===== src/rtl/uart_tx_arbiter.sv =====
// Round-robin arbiter sharing one byte-wide UART transmitter among N_REQ packet sources.
// Optional stall watchdog on the granted source: define UART_ARB_WDOG_EN.
module uart_tx_arbiter #(
  parameter int N_REQ       = 2,
  parameter int WDOG_CYCLES = 1024
) (
  input  logic                 clk,
  input  logic                 rst,
  input  logic [N_REQ-1:0]     req_valid,
  input  logic [8*N_REQ-1:0]   req_data,
  input  logic [N_REQ-1:0]     req_last,
  output logic [N_REQ-1:0]     req_ready,
  output logic                 tx_start,
  output logic [7:0]           tx_data,
  input  logic                 tx_busy,
  output logic [N_REQ-1:0]     grant,
  output logic                 wdog_abort
);

  localparam int IW = (N_REQ > 1) ? $clog2(N_REQ) : 1;

  typedef enum logic [1:0] {IDLE, SEND, ACK, DONE} state_t;

  state_t           state, state_n;
  logic [N_REQ-1:0] grant_n;
  logic [IW-1:0]    rr_ptr, rr_ptr_n;
  logic [IW-1:0]    gidx, gidx_n;
  logic             tx_start_n;
  logic [7:0]       tx_data_n;
  logic             last_q, last_n;

  logic             pick_found;
  logic [IW-1:0]    pick_idx;
  logic             g_valid;
  logic             g_last;
  logic [7:0]       g_data;

`ifdef UART_ARB_WDOG_EN
  localparam int WW = $clog2(WDOG_CYCLES) + 1;
  logic [WW-1:0] wcnt, wcnt_n;
  logic          abort_n;
`endif

  // First requester strictly after the last owner, wrapping around.
  always_comb begin
    pick_found = 1'b0;
    pick_idx   = '0;
    for (int k = 1; k <= N_REQ; k++) begin
      if (!pick_found && req_valid[(int'(rr_ptr) + k) % N_REQ]) begin
        pick_found = 1'b1;
        pick_idx   = IW'((int'(rr_ptr) + k) % N_REQ);
      end
    end
  end

  assign g_valid = req_valid[gidx];
  assign g_last  = req_last[gidx];
  assign g_data  = req_data[int'(gidx)*8 +: 8];

  always_comb begin
    state_n    = state;
    grant_n    = grant;
    rr_ptr_n   = rr_ptr;
    gidx_n     = gidx;
    tx_start_n = 1'b0;
    tx_data_n  = tx_data;
    last_n     = last_q;
    req_ready  = '0;
`ifdef UART_ARB_WDOG_EN
    wcnt_n     = '0;
    abort_n    = 1'b0;
`endif
    case (state)
      IDLE: begin
        if (!tx_busy && pick_found) begin
          grant_n = N_REQ'(1) << pick_idx;
          gidx_n  = pick_idx;
          state_n = SEND;
        end
      end
      SEND: begin
        req_ready = grant & req_valid;
        if (g_valid) begin
          tx_data_n  = g_data;
          last_n     = g_last;
          tx_start_n = 1'b1;
          state_n    = ACK;
        end
`ifdef UART_ARB_WDOG_EN
        else if (wcnt == WW'(WDOG_CYCLES - 1)) begin
          grant_n  = '0;
          rr_ptr_n = gidx;
          abort_n  = 1'b1;
          state_n  = IDLE;
        end else begin
          wcnt_n = wcnt + 1'b1;
        end
`endif
      end
      ACK: begin
        if (tx_busy) state_n = DONE;
      end
      DONE: begin
        // Frame finished: either release the source or fetch its next byte.
        if (!tx_busy) begin
          if (last_q) begin
            grant_n  = '0;
            rr_ptr_n = gidx;
            state_n  = IDLE;
          end else begin
            state_n = SEND;
          end
        end
      end
      default: state_n = IDLE;
    endcase
  end

  always_ff @(posedge clk) begin
    if (rst) begin
      state    <= IDLE;
      grant    <= '0;
      rr_ptr   <= IW'(N_REQ - 1);
      gidx     <= '0;
      tx_start <= 1'b0;
      tx_data  <= 8'h00;
      last_q   <= 1'b0;
    end else begin
      state    <= state_n;
      grant    <= grant_n;
      rr_ptr   <= rr_ptr_n;
      gidx     <= gidx_n;
      tx_start <= tx_start_n;
      tx_data  <= tx_data_n;
      last_q   <= last_n;
    end
  end

`ifdef UART_ARB_WDOG_EN
  always_ff @(posedge clk) begin
    if (rst) begin
      wcnt       <= '0;
      wdog_abort <= 1'b0;
    end else begin
      wcnt       <= wcnt_n;
      wdog_abort <= abort_n;
    end
  end
`else
  assign wdog_abort = 1'b0;
`endif

endmodule


===== config.mk =====
export PLATFORM = sky130hd
export DESIGN_NAME = uart_tx_arbiter
export DESIGN_NICKNAME = d
export VERILOG_FILES = /design/src/rtl/uart_tx_arbiter.sv
export SDC_FILE = /design/constraint.sdc
export NUM_CORES = 1
export LEC_CHECK = 0
export ABC_AREA = 0
export BUFFER_PORTS_ARGS = -buffer_cell sky130_fd_sc_hd__buf_2
export CORE_ASPECT_RATIO = 2
export CORE_MARGIN = 4
export CORE_UTILIZATION = 26
export DETAILED_ROUTE_END_ITERATION = 8
export SLEW_MARGIN = 25
export SYNTH_ARGS = -nofsm -noshare
export SYNTH_HDL_FRONTEND = slang
export SYNTH_SLANG_ARGS = --single-unit

===== constraint.sdc =====
create_clock -name clk -period 1.85 [get_ports clk]
set_clock_uncertainty 0.1 [all_clocks]
set_input_delay 0.37 -clock clk [delete_from_list [all_inputs] [get_ports clk]]
set_output_delay 0.37 -clock clk [all_outputs]
set_load 0.005 [all_outputs]

==> results of run 1 <==
[flip-flops by register name (all words and copies together) (netlist names)]
| name | flops |
|---|---|
| last_q | 1 |
| gidx | 1 |
| state | 2 |
| grant | 2 |
| rr_ptr | 1 |
| tx_data | 8 |
| tx_start | 1 |
[power by group through the flow]
stage	Sequential, uW	Clock [uW]	Combinational (uW)
floorplan	494	0	406
global placement	493	0	541
detailed placement	503	0	571
CTS	496	260	574
global route	514	275	640
finish	502	249	570
[cell type report]
cell class              instances  share of cell area, %
multi-input cells              64                   46.9
inverters                       3                  0.956
well taps                      48                   5.10
clock buffers                   3                   3.51
repair buffers                 37                   16.2
flip-flops and latches         16                   27.4
[placed cells by master, fill, tap and decap left out, types with 3 or more instances in the layout]
master    instances
a211oi_2          9
a21oi_1          12
buf_2            35
dfxtp_1          14
clkbuf_8          3
mux2i_1          12
inv_1             3
ha_1              3
nand2b_1          3
[per-layer routing]
metal  routed length [um]  vias to the layer above
li1                     -                      401
met1                  804                      386
met2                 1330                       36
met3                  129                        9
met4                   55                        0
met5                    0                        -
[worst max-delay path, cell delays in order, from the launching register on]
cell	delay (ps)
dfxtp_2	360
inv_1	80
ha_1	260
nor3b_1	190
or4b_1	500
a21oi_1	140
[how the worst max path moves through the flow]
| stage | startpoint | endpoint | cells after the start |
|---|---|---|---|
| 4_1_cts | state[1]$_SDFFE_PP0P_ | req_ready[0] | 4 |
| 3_3_place_gp | state[0]$_SDFFE_PP0P_ | grant[0]$_SDFFE_PP0P_ | 5 |
| 6_report | state[0]$_SDFFE_PP0P_ | grant[1]$_SDFFE_PP0P_ | 5 |
| 2_1_floorplan | state[0]$_SDFFE_PP0P_ | grant[0]$_SDFFE_PP0P_ | 5 |
| 5_1_grt | state[0]$_SDFFE_PP0P_ | grant[0]$_SDFFE_PP0P_ | 5 |
| 3_5_place_dp | state[0]$_SDFFE_PP0P_ | grant[1]$_SDFFE_PP0P_ | 5 |
[logic make-up after synthesis]
logic type / count (synthesis) / synth area share [%]
buffers and inverters: 10 / 6.33
and+or+nand+nor: 15 / 11.2
AOI/OAI and AO/OA: 30 / 26.4
other: 1 / 0.404
muxes: 14 / 15.8
adders and majority gates: 4 / 5.39
DFF: 16 / 34.5
[metrics by stage]
| stage | power (uW) | util [%] |
|---|---|---|
| after floorplan | 900 | - |
| after global placement | 1030 | 33.1 |
| after detailed placement | 1070 | 33.1 |
| after CTS | 1330 | 34.3 |
| after global routing | 1430 | 34.5 |
| final | 1320 | 34.5 |
==> impl_metrics.csv, run 1 <==
group,metric,value,unit
run_status,status,"finished, final reports clean",
detailed_routing,ant_nets,0,
floorplan,fp.dieW,50.3,um
global_route,grt_pass1_wl,3.78,mm
global_route,grtUsageMet2,19.5,%
min_path,hp-class,"register to register",
worst_setup_path,r2r-start,"state[0]$_SDFFE_PP0P_",
sta,fin_ws,134,ps
clock_tree,htreeDepth,1,
synthesis,synth_fp_nets,117,
place,gp_congestion,0.866,
global_route,grt_use_met1,9.66,%
sta,hold_slack,394,ps
sta,period_needed,1720,ps
worst_setup_path,r2r_end,"grant[1]$_SDFFE_PP0P_",
worst_setup_path,rr_worst_depth,5,
finish,multi_input_area,552,um^2
detailed_routing,drt_first_pass_iters,4,
worst_setup_path,setup.worst_path.end_class,"register",
detailed_routing,wl_per_cell,13.5,um
place,dp_hpwl,1.86,mm
global_route,grt_max_degree,18,
synthesis,yosys-top-cells-count,"dfxtp_1, a21oi_1, mux2i_1, a211oi_2, ha_1",
clock_tree,path_clk_slew,60,ps
clock_tree,clock_latency,240,ps
min_path,holdPathStages,2,
synthesis,synth-seq-cells,16,
finish,synthToLayoutAreaGrowth,26.8,%
pwr,max-vdd-ir-drop,0.000581,V
floorplan,die_area,4650,um^2
place,post-place-ws,76.0,ps
floorplan,ios,37,
floorplan,start_util,27.2,%
clock_tree,root_buffer,"clkbuf_8",
synthesis,ys_types,30,
floorplan,coreArea,3420,um^2
synthesis,synth_edf_count,0,
sta,fin_crit_sh,92.7,%
synthesis,async_reset_ff_share,0,%
min_path,holdCritStartpoint,"rr_ptr$_SDFFE_PP1P_",
pwr,power_density,1120,nW/um^2
clock_tree,post_cts_buffers,0,
detailed_routing,via_per_inst,4.87,
synthesis,syn_area,928,um^2
pwr,sw_frac_of_total,35.6,%
pwr,clkPwrFrac,18.9,%
synthesis,syn_area_per_cell,10.3,um^2
global_route,gr-usage-all-layers,10.2,%
finish,drive_gt1_share,44.7,%
global_route,antenna_found_initial,0,
finish,nets,152,
place,dp.cells,168,
sta,setup_viol,0,
synthesis,synth_area_leaders,"dfxtp_1, mux2i_1, a211oi_2",
place,io_buffers,35,
worst_setup_path,worstPathMaxFanout,6,
synthesis,ys.flop_type,"dfxtp_1",
detailed_routing,drt-initial-drc-count,17,
synthesis,syn_inst,90,
pwr,internal_power,850,uW
pwr,sequentialPowerShare,38.0,%
sta,fmax,583,MHz
clock_tree,cts.sinks,16,
clock_tree,cts_hold_buf,0,
global_route,grt.busiest_layer,"met2",
sta,grt_setup_unrepaired,"false",
synthesis,synth_top_cell_area_share,34.5,%
global_route,overflow,0,
worst_setup_path,r2r_slack,130,ps
global_route,first_global_vias,888,
sta,setup-tns-final,0,ps
worst_setup_path,critPathArrivalTime,1790,ps
clock_tree,cts_made_buffers,3,
min_path,min_to,"rr_ptr$_SDFFE_PP1P_",
floorplan,rows,30,
detailed_routing,drc,0,
clock_tree,cts_resized,0,
pwr,p_leak,0.000503,uW
pwr,combPwrFrac,43.2,%
synthesis,synth.most_common_cell,"dfxtp_1",
detailed_routing,wl,2.32,mm
clock_tree,clock_path_buffers,2,
finish,diodes,0,
finish,final_area,1180,um^2
global_route,met3_usage,1.93,%
floorplan,die_h,92.5,um
worst_setup_path,worstPathRequired,1920,ps
synthesis,yosysTopAreaCell,"dfxtp_1",
finish,final_cells,171,
worst_setup_path,cp-start-kind,"register",
clock_tree,cts_tree,"built",
synthesis,yosysSeqAreaShare,34.5,%
finish,nFillCells,350,
worst_setup_path,crit_type,"register to register",
detailed_routing,vias,832,
place,place_area,1130,um^2
sta,finalHoldViolCount,0,
pwr,p_sw,471,uW
synthesis,ys.warnings.count,0,
run,cap_violations,0,
sta,final_max_slew_viol_count,0,
finish,seq_area,323,um^2
(Power assumes the default switching activity.)
==> inputs of run 2 (changes only) <==
Settings changed: RECOVER_POWER from default to 25.
==> run 2 against run 1 <==
Effect of this change:
- die area did not move
- first-iteration DRC count unchanged
- cell area shrank 0.32%
- routed wire length is essentially flat
- worst setup slack is the same
- fmax stayed put
- cell count did not move
- hold slack unchanged
- count of clock-buffer cells in the layout did not move
- register-to-register slack hardly changed
- critical path type unchanged
- critical endpoint unchanged
==> impl_metrics.csv, run 2 (same netlist as run 1, synthesis figures left out) <==
group,metric,value,unit
finish,layout_common_cells,"buf_2, dfxtp_1, mux2i_1, a21oi_1, a211oi_2",
clock_tree,cts.sinks,16,
worst_setup_path,setup.worst_path.end_class,"register",
detailed_routing,wl_per_cell,13.5,um
global_route,first_global_vias,888,
floorplan,fp.dieW,50.3,um
floorplan,coreArea,3420,um^2
finish,synthToLayoutAreaGrowth,26.4,%
finish,final_common_cell,"buf_2",
pwr,p_leak,0.000490,uW
worst_setup_path,slowest_delay,500,ps
run,cap_violations,0,
worst_setup_path,crit_slowest_cell,"or4b_1",
finish,reg_top3,"tx_data x8, grant x2, state x2",
global_route,overflow,0,
detailed_routing,vias,832,
clock_tree,clock_latency,240,ps
worst_setup_path,rr_worst_depth,5,
worst_setup_path,cp-start-kind,"register",
run_status,status,"finished, final reports clean",
detailed_routing,drt-initial-drc-count,17,
sta,final_max_slew_viol_count,0,
sta,fin_crit_sh,92.7,%
floorplan,rows,30,
sta,setup-tns-final,0,ps
worst_setup_path,critPathArrivalTime,1790,ps
clock_tree,cts_made_buffers,3,
finish,drive_gt1_share,42.3,%
finish,regMostFlops,"tx_data",
sta,hold_slack,394,ps
detailed_routing,drt_first_pass_iters,4,
finish,fin_util,34.4,%
worst_setup_path,r2r-start,"state[0]$_SDFFE_PP0P_",
sta,grt_setup_unrepaired,"false",
detailed_routing,wl,2.32,mm
worst_setup_path,endpoint,"grant[1]$_SDFFE_PP0P_",
floorplan,ios,37,
clock_tree,root_buffer,"clkbuf_8",
min_path,hp-class,"register to register",
sta,setup_viol,0,
clock_tree,path_clk_slew,60,ps
clock_tree,cts_hold_buf,0,
worst_setup_path,cp-startpoint,"state[0]$_SDFFE_PP0P_",
worst_setup_path,worstPathMaxFanout,6,
clock_tree,clock_path_buffers,2,
detailed_routing,drc,0,
pwr,max-vdd-ir-drop,0.000581,V
worst_setup_path,r2r_slack,130,ps
worst_setup_path,r2r_end,"grant[1]$_SDFFE_PP0P_",
worst_setup_path,crit_chain,"inv_1, ha_1, nor3b_1, or4b_1, a21oi_1",
pwr,power_density,1120,nW/um^2
finish,largest_register_ffs,8,
detailed_routing,via_per_inst,4.87,
floorplan,die_h,92.5,um
global_route,antenna_found_initial,0,
place,gp_congestion,0.866,
finish,diodes,0,
finish,nets,152,
worst_setup_path,crit_type,"register to register",
clock_tree,cts_tree,"built",
finish,nFillCells,352,
clock_tree,post_cts_buffers,0,
place,dp_hpwl,1.86,mm
floorplan,die_area,4650,um^2
detailed_routing,ant_nets,0,
sta,period_needed,1720,ps
floorplan,start_util,27.2,%
global_route,gr-usage-all-layers,10.2,%
global_route,grt_pass1_wl,3.78,mm
sta,fmax,583,MHz
clock_tree,cts_resized,0,
global_route,grt_max_degree,18,
worst_setup_path,worstPathRequired,1920,ps
clock_tree,htreeDepth,1,
sta,finalHoldViolCount,0,
place,io_buffers,35,
[run 2: metal layers]
| layer | GRT usage, % | part of all wire, % | vias to the layer above |
|---|---|---|---|
| li1 | - | - | 401 |
| met1 | 9.66 | 35 | 386 |
| met2 | 19.5 | 57 | 36 |
| met3 | 1.93 | 5.6 | 9 |
| met4 | 5.31 | 2.4 | 0 |
| met5 | 0 | 0 | - |
[run 2: critical path: cells and delay by family, from the launching register on]
family / cells / cell delay, ps
simple gates: 2 / 690
buf+inv: 1 / 80
fa+ha+maj: 1 / 260
flops: 1 / 360
compound gates: 1 / 140
[run 2: power by group]
part | internal (uW) | leakage (uW) | switching [uW]
Clock | 144 | 0.0000216 | 105
Sequential | 436 | 0.000131 | 66.5
Combinational | 267 | 0.000337 | 300
Total | 847 | 0.000490 | 472
[run 2: layout make-up]
type	instances	area, um^2	share of cell area, %
clock buffer	3	41.3	3.52
sequential	16	323	27.5
inverter	3	11.3	0.959
multi-input combinational	64	552	47.0
timing repair buffer	37	186	15.9
tap	48	60.1	5.12
[run 2: worst min path at each step]
| stage | startpoint | to | cells after the start |
|---|---|---|---|
| floorplan | rr_ptr$_SDFFE_PP1P_ | rr_ptr$_SDFFE_PP1P_ | 2 |
| global placement | grant[1]$_SDFFE_PP0P_ | grant[1]$_SDFFE_PP0P_ | 2 |
| detailed placement | grant[0]$_SDFFE_PP0P_ | grant[0]$_SDFFE_PP0P_ | 2 |
| CTS | grant[0]$_SDFFE_PP0P_ | grant[0]$_SDFFE_PP0P_ | 2 |
| global route | req_data[1] | tx_data[1]$_SDFFE_PP0P_ | 3 |
| finish | rr_ptr$_SDFFE_PP1P_ | rr_ptr$_SDFFE_PP1P_ | 2 |
[run 2: stage by stage]
| step | setup slack [ps] | power (uW) | cell area [um^2] | instances |
|---|---|---|---|---|
| floorplan | 211 | 900 | 928 | 90 |
| global placement | 170 | 1030 | 1130 | 168 |
| finish | 134 | 1320 | 1170 | 171 |
| CTS | 33.5 | 1330 | 1170 | 171 |
| global route | 3.00 | 1430 | 1170 | 171 |
| detailed placement | 76.0 | 1070 | 1130 | 168 |
